==> src/rtl/ram_sweep_engine.sv <==
// Read-compute-write sweep engine: walks an address range, reads two source RAMs,
// and writes one result per channel back at the same address.
module ram_sweep_engine #(
    parameter int unsigned DATA_W     = 8,
    parameter int unsigned ADDR_W     = 9,
    parameter int unsigned RD_LAT     = 1,
    parameter int unsigned SPLIT_ADDR = 256
) (
    input  logic              CLOCK_50_I,
    input  logic              RESET_I,
    input  logic              start_i,
    input  logic              abort_i,
    input  logic [ADDR_W-1:0] first_addr_i,
    input  logic [ADDR_W-1:0] last_addr_i,
    input  logic [1:0]        mode0_lo_i,
    input  logic [1:0]        mode0_hi_i,
    input  logic [1:0]        mode1_lo_i,
    input  logic [1:0]        mode1_hi_i,
    output logic [ADDR_W-1:0] rd_addr_o,
    input  logic [DATA_W-1:0] rd_data0_i,
    input  logic [DATA_W-1:0] rd_data1_i,
    output logic [ADDR_W-1:0] wr_addr_o,
    output logic [DATA_W-1:0] wr_data0_o,
    output logic [DATA_W-1:0] wr_data1_o,
    output logic              wr_en_o,
    output logic              busy_o,
    output logic              done_o
);

    localparam int unsigned CNT_W = 2;

    localparam logic [1:0] S_IDLE  = 2'd0;
    localparam logic [1:0] S_RUN   = 2'd1;
    localparam logic [1:0] S_DRAIN = 2'd2;
    localparam logic [1:0] S_DONE  = 2'd3;

    logic [1:0]        state, state_nxt;
    logic [ADDR_W-1:0] rd_addr_nxt;
    logic [CNT_W-1:0]  drain_cnt, drain_cnt_nxt;
    logic              issue, latch, flush;

    logic [ADDR_W-1:0] last_q;
    logic [1:0]        m0_lo_q, m0_hi_q, m1_lo_q, m1_hi_q;

    logic [RD_LAT-1:0] pipe_vld;
    logic [ADDR_W-1:0] pipe_addr [RD_LAT];

    logic [ADDR_W-1:0] tail_addr;
    logic              tail_vld, tail_hi;
    logic [1:0]        mode0_sel, mode1_sel;

    // Operation set; |x| is formed in DATA_W+1 bits so the most negative value survives.
    function automatic logic [DATA_W-1:0] calc(input logic [1:0]        mode,
                                               input logic [DATA_W-1:0] a,
                                               input logic [DATA_W-1:0] b);
        logic [DATA_W:0]   a_x, b_x, a_m, b_m;
        logic [DATA_W+1:0] m_sum;
        a_x   = {a[DATA_W-1], a};
        b_x   = {b[DATA_W-1], b};
        a_m   = a[DATA_W-1] ? (~a_x + (DATA_W+1)'(1)) : a_x;
        b_m   = b[DATA_W-1] ? (~b_x + (DATA_W+1)'(1)) : b_x;
        m_sum = (DATA_W+2)'(a_m) + (DATA_W+2)'(b_m);
        case (mode)
            2'd0:    calc = DATA_W'(a_x + b_x);
            2'd1:    calc = DATA_W'(a_x - b_x);
            2'd2:    calc = DATA_W'(a_m - b_m);
            default: calc = DATA_W'(m_sum >> 1);
        endcase
    endfunction

    // Next-state and sweep address sequencing.
    always_comb begin
        state_nxt     = state;
        rd_addr_nxt   = rd_addr_o;
        drain_cnt_nxt = drain_cnt;
        issue         = 1'b0;
        latch         = 1'b0;
        case (state)
            S_IDLE: begin
                if (start_i && !abort_i) begin
                    latch       = 1'b1;
                    rd_addr_nxt = first_addr_i;
                    state_nxt   = S_RUN;
                end
            end
            S_RUN: begin
                issue = 1'b1;
                if (abort_i) begin
                    state_nxt   = S_IDLE;
                    rd_addr_nxt = '0;
                end else if (rd_addr_o == last_q) begin
                    state_nxt     = S_DRAIN;
                    drain_cnt_nxt = '0;
                end else begin
                    rd_addr_nxt = rd_addr_o + ADDR_W'(1);
                end
            end
            S_DRAIN: begin
                if (abort_i) begin
                    state_nxt   = S_IDLE;
                    rd_addr_nxt = '0;
                end else if (drain_cnt == CNT_W'(RD_LAT)) begin
                    state_nxt = S_DONE;
                end else begin
                    drain_cnt_nxt = drain_cnt + CNT_W'(1);
                end
            end
            S_DONE: begin
                state_nxt   = S_IDLE;
                rd_addr_nxt = '0;
            end
            default: begin
                state_nxt   = S_IDLE;
                rd_addr_nxt = '0;
            end
        endcase
    end

    assign flush     = abort_i && ((state == S_RUN) || (state == S_DRAIN));
    assign tail_vld  = pipe_vld[RD_LAT-1];
    assign tail_addr = pipe_addr[RD_LAT-1];
    // Region follows the address whose data is arriving, not the current read address.
    assign tail_hi   = ({1'b0, tail_addr} >= (ADDR_W+1)'(SPLIT_ADDR));
    assign mode0_sel = tail_hi ? m0_hi_q : m0_lo_q;
    assign mode1_sel = tail_hi ? m1_hi_q : m1_lo_q;

    always_ff @(posedge CLOCK_50_I or posedge RESET_I) begin
        if (RESET_I) begin
            state     <= S_IDLE;
            rd_addr_o <= '0;
            drain_cnt <= '0;
            busy_o    <= 1'b0;
            done_o    <= 1'b0;
        end else begin
            state     <= state_nxt;
            rd_addr_o <= rd_addr_nxt;
            drain_cnt <= drain_cnt_nxt;
            busy_o    <= (state_nxt != S_IDLE);
            done_o    <= (state_nxt == S_DONE);
        end
    end

    always_ff @(posedge CLOCK_50_I or posedge RESET_I) begin
        if (RESET_I) begin
            last_q  <= '0;
            m0_lo_q <= '0;
            m0_hi_q <= '0;
            m1_lo_q <= '0;
            m1_hi_q <= '0;
        end else if (latch) begin
            last_q  <= last_addr_i;
            m0_lo_q <= mode0_lo_i;
            m0_hi_q <= mode0_hi_i;
            m1_lo_q <= mode1_lo_i;
            m1_hi_q <= mode1_hi_i;
        end
    end

    // Address tags travel alongside the RAM read latency.
    always_ff @(posedge CLOCK_50_I or posedge RESET_I) begin
        if (RESET_I) begin
            pipe_vld <= '0;
            for (int i = 0; i < RD_LAT; i++) pipe_addr[i] <= '0;
        end else begin
            if (flush) begin
                pipe_vld <= '0;
            end else begin
                pipe_vld[0] <= issue;
                for (int i = 1; i < RD_LAT; i++) pipe_vld[i] <= pipe_vld[i-1];
            end
            pipe_addr[0] <= rd_addr_o;
            for (int i = 1; i < RD_LAT; i++) pipe_addr[i] <= pipe_addr[i-1];
        end
    end

    always_ff @(posedge CLOCK_50_I or posedge RESET_I) begin
        if (RESET_I) begin
            wr_en_o    <= 1'b0;
            wr_addr_o  <= '0;
            wr_data0_o <= '0;
            wr_data1_o <= '0;
        end else begin
            wr_en_o <= tail_vld && !flush;
            if (tail_vld && !flush) begin
                wr_addr_o  <= tail_addr;
                wr_data0_o <= calc(mode0_sel, rd_data0_i, rd_data1_i);
                wr_data1_o <= calc(mode1_sel, rd_data0_i, rd_data1_i);
            end
        end
    end

endmodule

==> config.mk <==
export PLATFORM = sky130hd
export DESIGN_NAME = ram_sweep_engine
export DESIGN_NICKNAME = d
export VERILOG_FILES = /design/src/rtl/ram_sweep_engine.sv
export SDC_FILE = /design/constraint.sdc
export NUM_CORES = 1
export LEC_CHECK = 0
export ABC_AREA = 1
export BUFFER_PORTS_ARGS = -buffer_cell sky130_fd_sc_hd__buf_2
export CORE_MARGIN = 4
export CORE_UTILIZATION = 34
export CTS_CLUSTER_DIAMETER = 60
export DETAILED_ROUTE_END_ITERATION = 10
export MAX_ROUTING_LAYER = met4
export PLACE_DENSITY_LB_ADDON = 0.3
export SLEW_MARGIN = 10
export SYNTH_ARGS = -nofsm -noshare
export SYNTH_HDL_FRONTEND = slang
export SYNTH_SLANG_ARGS = --single-unit
==> constraint.sdc <==
create_clock -name CLOCK_50_I -period 2.22 [get_ports CLOCK_50_I]
set_input_delay 0.222 -clock CLOCK_50_I [delete_from_list [all_inputs] [get_ports CLOCK_50_I]]
set_output_delay 0.222 -clock CLOCK_50_I [all_outputs]
set_load 0.01 [all_outputs]
# Yosys cells after proc, flatten, opt, wreduce, memory -nomap -nowiden
# Cells that the tools add are included.
[totals]
ff_bits = 68
word_cells = 83
out_inout_bits = 37
[classes]
add_sub_neg = 8
bitwise_logic = 2
eq_ne = 17
magnitude_cmp = 1
n_mux = 26
n_reduce_logical = 13
[op_table]
columns = ["op", "count"]
rows = [
  ["$mux W9", 6],
  ["$pmux W8 S3", 2],
  ["$pmux W9 S4", 1],
  ["$add A9 B1 Y9 const B", 3],
  ["$mux W2", 11],
  ["$not A9 Y9", 2],
  ["$sub A8 B8 Y8", 2],
  ["$ne A2 B2 Y1 const B", 6],
  ["$eq A2 B2 Y1 const B", 5],
  ["$add A9 B9 Y9", 1],
  ["$eq A9 B9 Y1", 1],
  ["$ge A9 B9 Y1 const B", 1],
  ["$add A8 B8 Y8", 1],
  ["$eq A2 B1 Y1 const B", 4],
  ["$pmux W2 S4", 1],
  ["$logic_not A2 Y1", 3],
  ["$reduce_and A5 Y1", 1],
  ["$mux W1", 4],
  ["$pmux W2 S2", 1],
  ["$reduce_bool A2 Y1", 2],
  ["$logic_and A1 B1 Y1", 3],
  ["$ne A3 B3 Y1 const B", 1],
  ["$reduce_and A3 Y1", 1],
  ["$add A2 B1 Y2 const B", 1],
  ["2 further kinds", 3],
]

# Longest topological paths before layout
# Gate-level depths: netlist of run 1.
[depth]
ltp_word = 5
depth_mapped = 20
depth_no_buf = 20

# Least setup slack after synthesis of run 1
# Ideal clock, no wire load.
[synth_path]
path_kind = "input port to flip-flop"
from = "input rd_data1_i[1]"
to = "register wr_data1_o[6]"
path_stages = 19
setup_ps = 117
arrival_ps = 2254
setup_slack_ps = -150
path_cell_list = "inv_1 -> ha_1 -> or2_2 -> nand3_1 -> o21ai_0 -> ha_1 -> inv_1 -> o21ai_0 -> nand2_1 -> nand2_1 -> nand2_1 -> nand2_1 -> nand2_1 -> nand2_1 -> nand2_1 -> nand3_1 -> nand3_1 -> nand2_1 -> nand2_1"
[synth_between]
elab_chain_cells = 5
elab_cells_between_ends = 8
cone_classes = "add/sub (5); mux (2); bitwise (1)"
[synth_rtl]
columns = ["item", "line", "source"]
rows = [
  ["start: declaration", "21", "input logic [DATA_W-1:0] rd_data1_i,"],
  ["$not A9 Y9", "61", "b_m = b[DATA_W-1] ? (~b_x + (DATA_W+1)'(1)) : b_x;"],
  ["$add A9 B1 Y9", "61", ""],
  ["$mux W9", "61", ""],
  ["$add A9 B9 Y9 / $sub A8 B8 Y8 (equally long branches)", "62, 66", ""],
  ["$pmux W8 S3 (*)", "63", "case (mode)"],
  ["end signal: assignment", "187", "wr_data1_o <= calc(mode1_sel, rd_data0_i, rd_data1_i);"],
  ["end: declaration", "24", "output logic [DATA_W-1:0] wr_data1_o,"],
]
# Mark *: on every way between the ends. The rest lies on a longest branch, timed or not.
# A chain may end at the register's enable or synchronous reset.

# Final worst setup path of run 1
[layout_path]
from = "input rd_data0_i[1]"
to = "register wr_data0_o[5]"
[layout_between]
elab_chain_cells = 5
elab_cells_between_ends = 8
cone_classes = "add/sub (5); mux (2); bitwise (1)"
[layout_rtl]
columns = ["item", "line", "source"]
rows = [
  ["start: declaration", "20", "input logic [DATA_W-1:0] rd_data0_i,"],
  ["$not A9 Y9", "60", "a_m = a[DATA_W-1] ? (~a_x + (DATA_W+1)'(1)) : a_x;"],
  ["$add A9 B1 Y9", "60", ""],
  ["$mux W9", "60", ""],
  ["$add A9 B9 Y9 / $sub A8 B8 Y8 (equally long branches)", "62, 66", ""],
  ["$pmux W8 S3 (*)", "63", ""],
  ["end signal: assignment", "186", "wr_data0_o <= calc(mode0_sel, rd_data0_i, rd_data1_i);"],
  ["end: declaration", "23", "output logic [DATA_W-1:0] wr_data0_o,"],
]
# Marked as above.

==> summary.txt, run 1 <==
Power
  • Worst voltage drop across the vdd grid: about 0.58 mV
  • Pwr Density: 1150 nW/µm²
  • Static leakage: 3.35 nW

Global routing
  • Global Route met3 Usage: 0.0383
  • First-pass GRT wire length: approximately 23 mm
  • Pin count of the biggest net entering global routing: 50
  • Most used routing layer in global routing: met2
  • GR Overflow Total: 0
  • Met1 Track Usage GR: 0.250
  • Total Routing Usage GR: 0.182
  • Via count of the first global-routing pass: around 4600
  • Met2 capacity usage during global routing: 0.282
  • Initial antenna violation count: 0

Drt
  • Per-cell routed wire length: 14.8 µm
  • Total routed wirelength: around 14 mm
  • First-pass iteration count of the detailed router: 4
  • Post-detailed-route via-to-cell ratio: approximately 5
  • Drt drc: 0
  • Vias: between 4000 and 5000
  • Iter 0 DRT Violations: roughly 400
  • Number of nets with antenna violations after detailed routing: 0

Worst setup path
  • Cells along the critical path: buf_2 > inv_1 > ha_1 > nor2_4 > xor2_2 > ha_4 > inv_4 > buf_4 > nand4_1 > buf_4 > nand4_1 > a31oi_1 > o211ai_1 > nand3_1 > nand2_1
  • CP max stage delay: about 0.31 ns
  • Cell with the largest stage delay on the worst path: sky130_fd_sc_hd__ha_4
  • Top fanout value on the critical path: 4
  • Setup Crit Path Kind: in2reg
  • Total buffers and inverters traversed by the critical path: 5
  • Req. time, crit path: 2.44 ns
  • Arrival time reported for the critical path endpoint: roughly 2.4 ns
  • Crit start category: input port
  • Cell class contributing the biggest share of worst-path delay: adder cells
  • Worst setup EP type: flip-flop

Outcome
  • Status: complete, no violations

Clock network
  • H-Tree Level Count: 3
  • Post-CTS clock slew at the launch and capture registers of the worst setup and hold paths: around 0.060 ns
  • Sinks on Clock Net: just under 70
  • CTS Buf Count: 9
  • Worst-Skew Late Latency: between 0.3 and 0.4 ns
  • Root buf cell: sky130_fd_sc_hd__clkbuf_16
  • Bufs on Longest Clock Path: 2
  • Clock tree from TritonCTS: done

Logic synthesis
  • Top cells by area in the synthesized netlist: sky130_fd_sc_hd__dfrtp_1 (35%), sky130_fd_sc_hd__nand2_1 (13%), sky130_fd_sc_hd__ha_1 (9.0%), sky130_fd_sc_hd__inv_1 (5.8%), sky130_fd_sc_hd__nand3_1 (4.5%)
  • Register bit total from synthesis: 68
  • Share of the synthesized area in the top cell type: 0.348
  • Cell area after technology mapping: approximately 4900 µm²
  • Number of enable-type register cells in the synthesized netlist: 0
  • Area share of xor/xnor cells in the synthesized design: 0.0537
  • Simple-gate portion of the synthesized area: 0.270
  • Mapped Avg Cell Area: 7.73 µm²
  • Number of warning messages in the yosys log: 0
  • Proportion of register bits with asynchronous set or reset after synthesis: 1.00
  • Seq/Total Area, Yosys: 0.348
  • Complex-gate fraction of the synthesized area: 0.107
  • Multiplexer area fraction after synthesis: 0.0391
  • Count of cell types in the netlist: 44
  • Cell type with the highest aggregate area in the netlist: sky130_fd_sc_hd__dfrtp_1
  • Most frequent cells after synthesis: sky130_fd_sc_hd__nand2_1 (172), sky130_fd_sc_hd__inv_1 (75), sky130_fd_sc_hd__dfrtp_1 (68), sky130_fd_sc_hd__nand3_1 (44), sky130_fd_sc_hd__ha_1 (35)
  • Most common cell in the netlist: sky130_fd_sc_hd__nand2_1
  • Syn Inst Count: roughly 630
  • Dominant combinational cell family by area after synthesis: simple AND/OR/NAND/NOR gates
  • Total nets after synthesis: ~720
  • Predominant post-synthesis flop cell: sky130_fd_sc_hd__dfrtp_1
  • Fraction of the mapped netlist area in adder cells: 0.106

Floorplan
  • Die footprint: about 16000 µm²
  • Placeable Area: approximately 14000 µm²
  • Die Height: approximately 130 µm
  • Core Rows: 43
  • Boundary pin count: 83
  • Die width: 128 µm
  • Initial Util: 0.350

STA
  • WHS: around 0.12 ns
  • Final worst path period need: between 2 and 2.5 ns
  • Worst rel slew slack: 0.686
  • Ratio of final minimum period to clock period: 0.966
  • Setup-violating endpoint count in the final report: 0
  • F_max: roughly 470 MHz
  • Hold Fails Final Rpt: 0
  • Worst Clk Skew: roughly 0.0048 ns
  • Pins Over Slew Limit: 0
  • Actual slew at the worst max-slew pin: approximately 0.47 ns

Min path
  • HP Class: in2reg

Place
  • Post-Place Cell Area: ~6000 µm²
  • Gp weighted congestion: approximately 0.9
  • Port-buffer cells: 82
  • Cell Count Post-Placement: around 950
  • Half-perimeter wire length after placement: about 11 mm

Final layout
  • Area growth from synthesis to final layout: 31.9%
  • Share of post-route cells with drive strength above 1: 0.311
  • Post-route non-filler standard cell count: between 900 and 1000
  • Number of nets at the end of the flow: 865
  • Post-Layout Inst Area: 6450 µm²
  • Antenna cell count: 0

Job
  • Max-cap violations: 0
[repair_timing]
action,in CTS,in global routing
endpoints found under the setup margin,0,9
hold endpoints to repair,19,0
hold buffers,1,0
setup buffers,0,2
resized for setup,0,48
[layer usage]
metal | vias up | wire, µm
met5 | - | 0
met4 | 0 | 91
met3 | 14 | 693
met2 | 111 | 6730
met1 | 2215 | 6750
li1 | 2380 | -
[worst paths after layout]
kind | endpoint | slack, ns | cells past startpoint | from
max in group asynchronous | state[1]$_DFF_PP0_ | 1.16 | 4 | RESET_I
hold / removal | last_q[0]$_DFFE_PP0P_ | 0.12 | 2 | last_addr_i[0]
setup reg to reg | rd_addr_o[8]$_DFFE_PP0P_ | 0.28 | 7 | rd_addr_o[4]$_DFFE_PP0P_
min in group asynchronous | wr_addr_o[5]$_DFFE_PP0P_ | 0.45 | 3 | RESET_I
hold reg to reg | wr_addr_o[5]$_DFFE_PP0P_ | 0.44 | 2 | pipe_addr[5]$_DFF_PP0_
setup / recovery | wr_data0_o[5]$_DFFE_PP0P_ | 0.08 | 15 | rd_data0_i[1]
[cells by family (layout without fill, tap and decap cells)]
family | Yosys count | count (layout)
flops | 68 | 68
compound gates | 87 | 87
simple gates | 296 | 296
buf+inv | 96 | 248
fa+ha+maj | 39 | 39
mux | 17 | 17
xor+xnor | 30 | 30
[where the power goes]
part           switching [W]  internal, W  leakage [nW]  total, W
clock               0.000533     0.000783         0.135   0.00132
combinational        0.00234      0.00162          2.37   0.00397
sequential          0.000372      0.00178         0.849   0.00215
total                0.00325      0.00418          3.35   0.00743
[layout make-up]
type	count	area, µm²
clock inverters	6	38.8
clock buffers	10	239
inverters	85	325
repair buffers	147	916
well taps	180	225
fillers	1407	7540
multi-input cells	469	3010
flip-flops and latches	68	1700
[metrics by stage]
step                total power (W)  setup TNS (ns)  worst slack (ns)  utilization
floorplan                   0.00456               0            0.0188            -
global placement            0.00598           -2.74            -0.307        0.426
detailed placement          0.00600           -3.02            -0.326        0.426
CTS                         0.00736               0            0.0185        0.446
global route                0.00803          -0.128           -0.0440        0.461
finish                      0.00743               0            0.0759        0.461
[state kept, by name, indices dropped and copies added, names as in the netlist]
| signal | count |
|---|---|
| wr_data0_o | 8 |
| pipe_addr | 9 |
| wr_data1_o | 8 |
| wr_en_o | 1 |
| m1_lo_q | 2 |
| pipe_vld | 1 |
| last_q | 9 |
| drain_cnt | 2 |
| m0_lo_q | 2 |
| wr_addr_o | 9 |
| state | 2 |
| done_o | 1 |
| rd_addr_o | 9 |
| m0_hi_q | 2 |
| busy_o | 1 |
| m1_hi_q | 2 |
[cell usage in the layout (no fill, tap or decap), types with 3 or more instances in the layout]
master | synthesis | routed
sky130_fd_sc_hd__nand3_2 | 0 | 3
sky130_fd_sc_hd__mux2_2 | 17 | 17
sky130_fd_sc_hd__nor3_1 | 5 | 5
sky130_fd_sc_hd__o211ai_1 | 4 | 4
sky130_fd_sc_hd__inv_2 | 8 | 16
sky130_fd_sc_hd__nor2_4 | 1 | 3
sky130_fd_sc_hd__nand3_1 | 44 | 41
sky130_fd_sc_hd__inv_1 | 75 | 66
sky130_fd_sc_hd__nand2_1 | 172 | 168
sky130_fd_sc_hd__buf_2 | 6 | 81
sky130_fd_sc_hd__xnor2_1 | 8 | 8
sky130_fd_sc_hd__nand4_1 | 13 | 13
sky130_fd_sc_hd__dfrtp_1 | 68 | 68
sky130_fd_sc_hd__fa_1 | 4 | 4
sky130_fd_sc_hd__o21ai_2 | 3 | 6
sky130_fd_sc_hd__nand3b_1 | 7 | 7
sky130_fd_sc_hd__ha_1 | 35 | 30
sky130_fd_sc_hd__nor2_1 | 32 | 28
sky130_fd_sc_hd__o21ai_1 | 3 | 5
sky130_fd_sc_hd__ha_4 | 0 | 4
sky130_fd_sc_hd__o22a_1 | 6 | 6
sky130_fd_sc_hd__nor2_2 | 2 | 4
sky130_fd_sc_hd__xor2_2 | 0 | 3
sky130_fd_sc_hd__o21ai_0 | 27 | 21
sky130_fd_sc_hd__xor2_1 | 22 | 18
sky130_fd_sc_hd__a21oi_1 | 27 | 22
sky130_fd_sc_hd__clkinv_2 | 1 | 4
sky130_fd_sc_hd__a21oi_2 | 0 | 4
sky130_fd_sc_hd__clkbuf_16 | 0 | 9
sky130_fd_sc_hd__o22ai_1 | 3 | 3
sky130_fd_sc_hd__nor4_1 | 6 | 6
sky130_fd_sc_hd__nand2_2 | 4 | 8
sky130_fd_sc_hd__or2_1 | 3 | 3
sky130_fd_sc_hd__a31oi_1 | 5 | 5
sky130_fd_sc_hd__buf_4 | 1 | 64
Power figures use the tool's default switching activity.
==> run 2, diff against run 1 <==
--- a/config.mk
+++ b/config.mk
@@ -11,7 +11,6 @@
 export CORE_UTILIZATION = 34
 export CTS_CLUSTER_DIAMETER = 60
 export DETAILED_ROUTE_END_ITERATION = 10
-export MAX_ROUTING_LAYER = met4
 export PLACE_DENSITY_LB_ADDON = 0.3
 export SLEW_MARGIN = 10
 export SYNTH_ARGS = -nofsm -noshare
==> run 2 against run 1 <==
Net effect:
- via count up 0.38%
- clock skew hardly changed
- non-clock buffer count is 5 higher
- fmax is 2.3% higher
- power is 3.4% higher
- first-iteration DRC count decreased by 6.6%
- register-to-register slack better by 0.02 ns
- combinational power barely moved
- count of clock-buffer cells in the layout rose by 1
- clock power grew 19%
- core utilization grew 0.63 points
- wire length is 1.9% lower
- largest cell class unchanged
- largest power group unchanged
- highest routed layer unchanged
==> summary.txt, run 2 (synthesis gave the netlist of run 1 again) <==
Place
  • Gp weighted congestion: 0.954 (was 0.920)
  • Worst slack after detailed placement: -0.306 ns (was -0.326 ns)
  • Half-perimeter wire length after placement: 11.1 mm (was 11.4 mm)
  • Cell Count Post-Placement: 949 (was 946)
  • Port-buffer cells: 82 (unchanged)

Clock network
  • Post-CTS clock slew at the launch and capture registers of the worst setup and hold paths: 0.06 ns (about the same)
  • Root buf cell: sky130_fd_sc_hd__clkbuf_16 (unchanged)
  • Bufs on Longest Clock Path: 2 (unchanged)
  • Sinks on Clock Net: 68 (unchanged)
  • CTS Buf Count: 9 (unchanged)
  • Worst-Skew Late Latency: 0.33 ns (about the same)
  • Clock tree from TritonCTS: done (unchanged)
  • H-Tree Level Count: 3 (unchanged)

Worst setup path
  • Worst setup EP type: flip-flop (unchanged)
  • Top fanout value on the critical path: 4 (unchanged)
  • Setup Crit Path Kind: in2reg (unchanged)
  • Crit start category: input port (unchanged)
  • Req. time, crit path: 2.44 ns (about the same)
  • Arrival time reported for the critical path endpoint: 2.31 ns (was 2.37 ns)

Drt
  • Total routed wirelength: 14.0 mm (was 14.3 mm)
  • Vias: 4738 (was 4720)
  • First-pass iteration count of the detailed router: 8 (was 4)
  • Per-cell routed wire length: 14.4 µm (was 14.8 µm)
  • Post-detailed-route via-to-cell ratio: 4.88 (was 4.89)
  • Iter 0 DRT Violations: 370 (was 396)
  • Number of nets with antenna violations after detailed routing: 0 (unchanged)
  • Drt drc: 0 (unchanged)

Outcome
  • Status: complete, no violations (unchanged)

Final layout
  • Reg area: 1700 µm² (unchanged)
  • Most common cell after layout, fill and taps aside: sky130_fd_sc_hd__nand2_1 (unchanged)
  • Commonest non-fill, non-tap cells in the layout: sky130_fd_sc_hd__nand2_1 (168), sky130_fd_sc_hd__buf_2 (82), sky130_fd_sc_hd__dfrtp_1 (68), sky130_fd_sc_hd__buf_4 (68), sky130_fd_sc_hd__inv_1 (66) (was sky130_fd_sc_hd__nand2_1 (168), sky130_fd_sc_hd__buf_2 (81), sky130_fd_sc_hd__dfrtp_1 (68), sky130_fd_sc_hd__inv_1 (66), sky130_fd_sc_hd__buf_4 (64))
  • Number of nets at the end of the flow: 870 (was 865)
  • Multi-input logic area: 3000 µm² (was 3010 µm²)
  • Post-route non-filler standard cell count: 970 (was 965)
  • Antenna cell count: 0 (unchanged)
  • Area growth from synthesis to final layout: 33.7% (was 31.9%)
  • Layout filler cell count: 1381 (was 1407)
  • Share of post-route cells with drive strength above 1: 0.316 (was 0.311)

STA
  • Actual slew at the worst max-slew pin: 0.494 ns (was 0.467 ns)
  • WHS: 0.123 ns (was 0.117 ns)
  • Unrepaired setup endpoints after global routing: false
  • Setup-violating endpoint count in the final report: 0 (unchanged)
  • Final worst path period need: 2.10 ns (was 2.14 ns)
  • Ratio of final minimum period to clock period: 0.944 (was 0.966)
  • Pins Over Slew Limit: 0 (unchanged)
  • Worst Clk Skew: 0.00470 ns (was 0.00477 ns)
  • Min setup slack post-route: 0.124 ns (was 0.0759 ns)
  • F_max: 477 MHz (was 466 MHz)
  • Hold Fails Final Rpt: 0 (unchanged)
  • Worst rel slew slack: 0.670 (was 0.686)

Global routing
  • Pin count of the biggest net entering global routing: 48 (was 50)
  • Initial antenna violation count: 0 (unchanged)
  • Via count of the first global-routing pass: 4446 (was 4584)
  • Total Routing Usage GR: 0.171 (was 0.182)
  • Global Route met3 Usage: 0.0367 (was 0.0383)
  • First-pass GRT wire length: 22.6 mm (was 23.1 mm)
  • Most used routing layer in global routing: met2 (unchanged)
  • Met1 Track Usage GR: 0.248 (was 0.250)
  • GR Overflow Total: 0 (unchanged)
  • Met2 capacity usage during global routing: 0.269 (was 0.282)

Floorplan
  • Die footprint: 16400 µm² (unchanged)
  • Die width: 128 µm (unchanged)
  • Placeable Area: 14000 µm² (unchanged)
  • Boundary pin count: 83 (unchanged)
  • Core Rows: 43 (unchanged)
  • Die Height: 128 µm (unchanged)
  • Initial Util: 0.350 (unchanged)

Power
  • Total power after layout: 0.00768 W (was 0.00743 W)
  • Static leakage: 3.40 nW (was 3.35 nW)
  • Pwr Density: 1170 nW/µm² (was 1150 nW/µm²)
  • Worst voltage drop across the vdd grid: 0.692 mV (was 0.575 mV)

Job
  • Max-cap violations: 0 (unchanged)

Min path
  • HP Class: in2reg (unchanged)
run 2: changes by cell type in the layout (fill, tap and decap cells not counted), sizes merged:
| cell | delta |
|---|---|
| buf | +5 |
| bufinv | +2 |
| clkinv | -1 |
| clkinvlp | -2 |
| clkbuf | +1 |
run 2: repair_timing:
| item | 4_1_cts | 5_1_grt |
|---|---|---|
| gates resized for setup | 0 | 46 |
| buffers inserted | 0 | 4 |
| hold endpoints to repair | 21 | 0 |
| setup endpoints to repair | 0 | 11 |
| hold buffers | 1 | 0 |
run 2: power breakdown:
group	leakage, nW	switching, W	total [W]	internal, W
registers	0.849	0.000366	0.00214	0.00178
clock network	0.166	0.000521	0.00157	0.00105
logic	2.38	0.00233	0.00397	0.00164
total	3.40	0.00322	0.00768	0.00446
run 2: routing by layer:
metal  share of wire  wire length [µm]
met2            0.46              6490
met3           0.052               725
met4          0.0073               102
met1            0.48              6680
met5               0                 0
run 2: path summary, 6_finish.rpt:
path,startpoint,endpoint,slack [ns],cells past startpoint
max reg2reg,rd_addr_o[4]$_DFFE_PP0P_,rd_addr_o[6]$_DFFE_PP0P_,0.30,7
max,rd_data1_i[1],wr_data0_o[5]$_DFFE_PP0P_,0.12,15
min reg2reg,pipe_addr[5]$_DFF_PP0_,wr_addr_o[5]$_DFFE_PP0P_,0.44,2
max in group asynchronous,RESET_I,m1_lo_q[0]$_DFFE_PP0P_,1.13,4
min in group asynchronous,RESET_I,wr_addr_o[4]$_DFFE_PP0P_,0.48,3
min,last_addr_i[0],last_q[0]$_DFFE_PP0P_,0.12,2
run 2: layout make-up:
class                      instances  area share
timing repair buffer             152       0.145
clock inverter                     5      0.0126
tap                              180      0.0344
clock buffer                      11      0.0387
sequential                        68       0.260
multi-input combinational        469       0.458
inverter                          85      0.0501
run 2: metrics by stage:
| stage | setup TNS (ns) | util | instance area (µm²) |
|---|---|---|---|
| detailed placement | -2.77 | 0.427 | 5980 |
| floorplan | 0 | - | 4900 |
| global route | 0 | 0.467 | 6540 |
| global placement | -2.60 | 0.427 | 5980 |
| finish | 0 | 0.467 | 6540 |
| CTS | 0 | 0.452 | 6320 |
run 2: critical path, cell delays in order:
cell                       delay [ns]
sky130_fd_sc_hd__buf_2           0.10
sky130_fd_sc_hd__inv_2           0.05
sky130_fd_sc_hd__ha_4            0.15
sky130_fd_sc_hd__or2_2           0.29
sky130_fd_sc_hd__nand3_2         0.08
sky130_fd_sc_hd__o21ai_4         0.07
sky130_fd_sc_hd__ha_4            0.29
sky130_fd_sc_hd__inv_4           0.04
sky130_fd_sc_hd__a21oi_2         0.14
sky130_fd_sc_hd__nand3b_1        0.15
sky130_fd_sc_hd__nand4_1         0.17
sky130_fd_sc_hd__a31oi_1         0.21
sky130_fd_sc_hd__o211ai_1        0.16
sky130_fd_sc_hd__nand3_1         0.12
sky130_fd_sc_hd__nand2_1         0.06
==> run 3, diff against run 2 <==
--- a/config.mk
+++ b/config.mk
@@ -11,7 +11,7 @@
 export CORE_UTILIZATION = 34
 export CTS_CLUSTER_DIAMETER = 60
 export DETAILED_ROUTE_END_ITERATION = 10
-export PLACE_DENSITY_LB_ADDON = 0.3
+export PLACE_DENSITY_LB_ADDON = 0.08
 export SLEW_MARGIN = 10
 export SYNTH_ARGS = -nofsm -noshare
 export SYNTH_HDL_FRONTEND = slang
==> run 3 against run 2 <==
Net effect:
- power decreased by 2.6%
- non-clock buffer count is 5 higher
- core utilization fell by 0.28 points
- clock skew grew 0.0037 ns
- first-iteration DRC count fell by 23%
- critical path type unchanged
- largest cell class unchanged
==> summary.txt, run 3 (synthesis gave the netlist of run 1 again) <==
Final layout
  • Area growth from synthesis to final layout: 32.9% (was 33.7%)
  • Number of nets at the end of the flow: 875 (was 870)
  • Utilization of the core after routing: 0.465 (was 0.467)
  • Most common cell after layout, fill and taps aside: sky130_fd_sc_hd__nand2_1 (unchanged)
  • Antenna cell count: 0 (unchanged)
  • Reg area: 1700 µm² (unchanged)
  • Post-Layout Inst Area: 6500 µm² (was 6540 µm²)
  • Share of post-route cells with drive strength above 1: 0.313 (was 0.316)
  • Multi-input logic area: 2970 µm² (was 3000 µm²)
  • Layout filler cell count: 1439 (was 1381)
  • Post-route non-filler standard cell count: 975 (was 970)
  • Commonest non-fill, non-tap cells in the layout: sky130_fd_sc_hd__nand2_1 (169), sky130_fd_sc_hd__buf_2 (82), sky130_fd_sc_hd__buf_4 (73), sky130_fd_sc_hd__inv_1 (68), sky130_fd_sc_hd__dfrtp_1 (68) (was sky130_fd_sc_hd__nand2_1 (168), sky130_fd_sc_hd__buf_2 (82), sky130_fd_sc_hd__dfrtp_1 (68), sky130_fd_sc_hd__buf_4 (68), sky130_fd_sc_hd__inv_1 (66))

Worst setup path
  • Reg2reg start: state[1]$_DFF_PP0_ (was rd_addr_o[4]$_DFFE_PP0P_)
  • CP dominant cell by count: sky130_fd_sc_hd__nand3_1 (was sky130_fd_sc_hd__ha_4)
  • Worst setup EP type: flip-flop (unchanged)
  • Worst R2R Path Depth: 10 (was 7)
  • FF-to-FF End: rd_addr_o[6]$_DFFE_PP0P_ (unchanged)
  • Setup Crit Path Kind: in2reg (unchanged)
  • Crit start category: input port (unchanged)
  • Arrival time reported for the critical path endpoint: 2.33 ns (was 2.31 ns)
  • Cells along the critical path: buf_2 > inv_1 > ha_1 > a21oi_2 > xor2_2 > ha_4 > nor2_4 > nand4_1 > nand3_1 > nand2_2 > a31oi_1 > o211ai_1 > nand3_1 > nand2_1 (was buf_2 > inv_2 > ha_4 > or2_2 > nand3_2 > o21ai_4 > ha_4 > inv_4 > a21oi_2 > nand3b_1 > nand4_1 > a31oi_1 > o211ai_1 > nand3_1 > nand2_1)
  • CP max stage delay: 0.29 ns (about the same)
  • Top fanout value on the critical path: 3 (was 4)
  • Req. time, crit path: 2.44 ns (about the same)
  • CP Launch Point: rd_data0_i[0] (was rd_data1_i[1])
  • Register-to-register setup slack: 0.25 ns (was 0.30 ns)
  • Cell with the largest stage delay on the worst path: sky130_fd_sc_hd__xor2_2 (was sky130_fd_sc_hd__or2_2)
  • Destination of the critical timing path: wr_data0_o[5]$_DFFE_PP0P_ (unchanged)

Floorplan
  • Core Rows: 43 (unchanged)
  • Placeable Area: 14000 µm² (unchanged)
  • Die Height: 128 µm (unchanged)
  • Die footprint: 16400 µm² (unchanged)
  • Initial Util: 0.350 (unchanged)
  • Die width: 128 µm (unchanged)
  • Boundary pin count: 83 (unchanged)

Drt
  • Number of nets with antenna violations after detailed routing: 0 (unchanged)
  • Iter 0 DRT Violations: 285 (was 370)
  • Drt drc: 0 (unchanged)
  • Vias: 4685 (was 4738)
  • Post-detailed-route via-to-cell ratio: 4.81 (was 4.88)
  • Total routed wirelength: 14.7 mm (was 14.0 mm)
  • Per-cell routed wire length: 15.1 µm (was 14.4 µm)
  • First-pass iteration count of the detailed router: 5 (was 8)

Global routing
  • First-pass GRT wire length: 23.8 mm (was 22.6 mm)
  • Total Routing Usage GR: 0.183 (was 0.171)
  • GR Overflow Total: 0 (unchanged)
  • Pin count of the biggest net entering global routing: 69 (was 48)
  • Initial antenna violation count: 0 (unchanged)
  • Via count of the first global-routing pass: 4581 (was 4446)

Clock network
  • Post-CTS clock slew at the launch and capture registers of the worst setup and hold paths: 0.06 ns (about the same)
  • CTS Buf Count: 9 (unchanged)
  • Root buf cell: sky130_fd_sc_hd__clkbuf_16 (unchanged)
  • Bufs on Longest Clock Path: 2 (unchanged)
  • Worst-Skew Late Latency: 0.33 ns (about the same)
  • Sinks on Clock Net: 68 (unchanged)
  • Clock tree from TritonCTS: done (unchanged)
  • H-Tree Level Count: 3 (unchanged)

STA
  • Setup-violating endpoint count in the final report: 0 (unchanged)
  • Worst Clk Skew: 0.00844 ns (was 0.00470 ns)
  • Hold Fails Final Rpt: 0 (unchanged)
  • Worst rel slew slack: 0.657 (was 0.670)
  • Pins Over Slew Limit: 0 (unchanged)
  • Ratio of final minimum period to clock period: 0.953 (was 0.944)
  • Final worst path period need: 2.12 ns (was 2.10 ns)
  • Actual slew at the worst max-slew pin: 0.510 ns (was 0.494 ns)
  • F_max: 473 MHz (was 477 MHz)
  • Min setup slack post-route: 0.105 ns (was 0.124 ns)

Power
  • Net Switching: 0.00322 W (about the same)
  • Pwr Density: 1150 nW/µm² (was 1170 nW/µm²)
  • Clock power share: 0.185 (was 0.204)
  • Fraction of power consumed by sequential logic: 0.284 (was 0.279)
  • Proportion of total power due to net switching: 0.430 (was 0.419)
  • Static leakage: 3.40 nW (about the same)
  • Total power after layout: 0.00748 W (was 0.00768 W)
  • Share of total power in combinational logic: 0.530 (was 0.517)
  • Worst voltage drop across the vdd grid: 0.670 mV (was 0.692 mV)
  • Internal power of the cells: 0.00426 W (was 0.00446 W)

Place
  • Half-perimeter wire length after placement: 12.0 mm (was 11.1 mm)
  • Cell Count Post-Placement: 953 (was 949)
  • Gp weighted congestion: 0.950 (was 0.954)
  • Port-buffer cells: 82 (unchanged)
  • Worst slack after detailed placement: -0.320 ns (was -0.306 ns)
  • Post-Place Cell Area: 6010 µm² (was 5980 µm²)

Job
  • Max-cap violations: 0 (unchanged)

Min path
  • HP Class: in2reg (unchanged)

Outcome
  • Status: complete, no violations (unchanged)
run 3: layout make-up:
class / instances / area share
Clock inverter: 6 / 0.0100
Inverter: 85 / 0.0500
Tap cell: 180 / 0.0346
Clock buffer: 10 / 0.0352
Timing Repair Buffer: 157 / 0.152
Sequential cell: 68 / 0.262
Multi-Input combinational cell: 469 / 0.456
run 3: how the worst min path moves through the flow:
stage,cells past startpoint,from,end,slack (ns)
5_1_grt,2,last_addr_i[8],last_q[8]$_DFFE_PP0P_,0.12
3_3_place_gp,3,RESET_I,wr_addr_o[3]$_DFFE_PP0P_,0.32
4_1_cts,2,last_addr_i[5],last_q[5]$_DFFE_PP0P_,0.11
6_report,2,last_addr_i[8],last_q[8]$_DFFE_PP0P_,0.13
2_1_floorplan,1,abort_i,pipe_vld$_DFF_PP0_,0.33
3_5_place_dp,3,RESET_I,wr_addr_o[7]$_DFFE_PP0P_,0.33
run 3: repair_timing:
action                                  CTS  global route
hold endpoints to repair                 68             0
buffers inserted                          0             5
hold buffers                              1             0
resized for setup                         0            39
endpoints found under the setup margin    0            14
run 3: per-stage QoR:
step	TNS (ns)	hold slack (ns)
5_1_grt	-0.0146	0.121
6_report	0	0.125
3_3_place_gp	-2.85	0.323
3_5_place_dp	-3.45	0.330
2_1_floorplan	0	0.332
4_1_cts	0	0.112
run 3: critical path: cells and delay by family:
family,cells,cell delay (ns)
buf+inv,2,0.14
compound gates,3,0.56
xor+xnor,1,0.29
simple gates,6,0.61
fa+ha+maj,2,0.51
run 3: routing by layer:
metal / wire (µm) / GRT usage / vias to the layer above
met4: 174 / 0.0437 / 0
met2: 6450 / 0.272 / 108
met3: 723 / 0.0346 / 13
met5: 0 / 0 / -
li1: - / - / 2397
met1: 7390 / 0.274 / 2167
run 3: power groups by stage:
stage	combinational [W]	sequential (W)	clock (W)
2_1_floorplan	0.00231	0.00224	0
3_3_place_gp	0.00387	0.00214	0
5_1_grt	0.00444	0.00220	0.00147
4_1_cts	0.00389	0.00214	0.00143
3_5_place_dp	0.00386	0.00215	0
6_report	0.00397	0.00213	0.00138
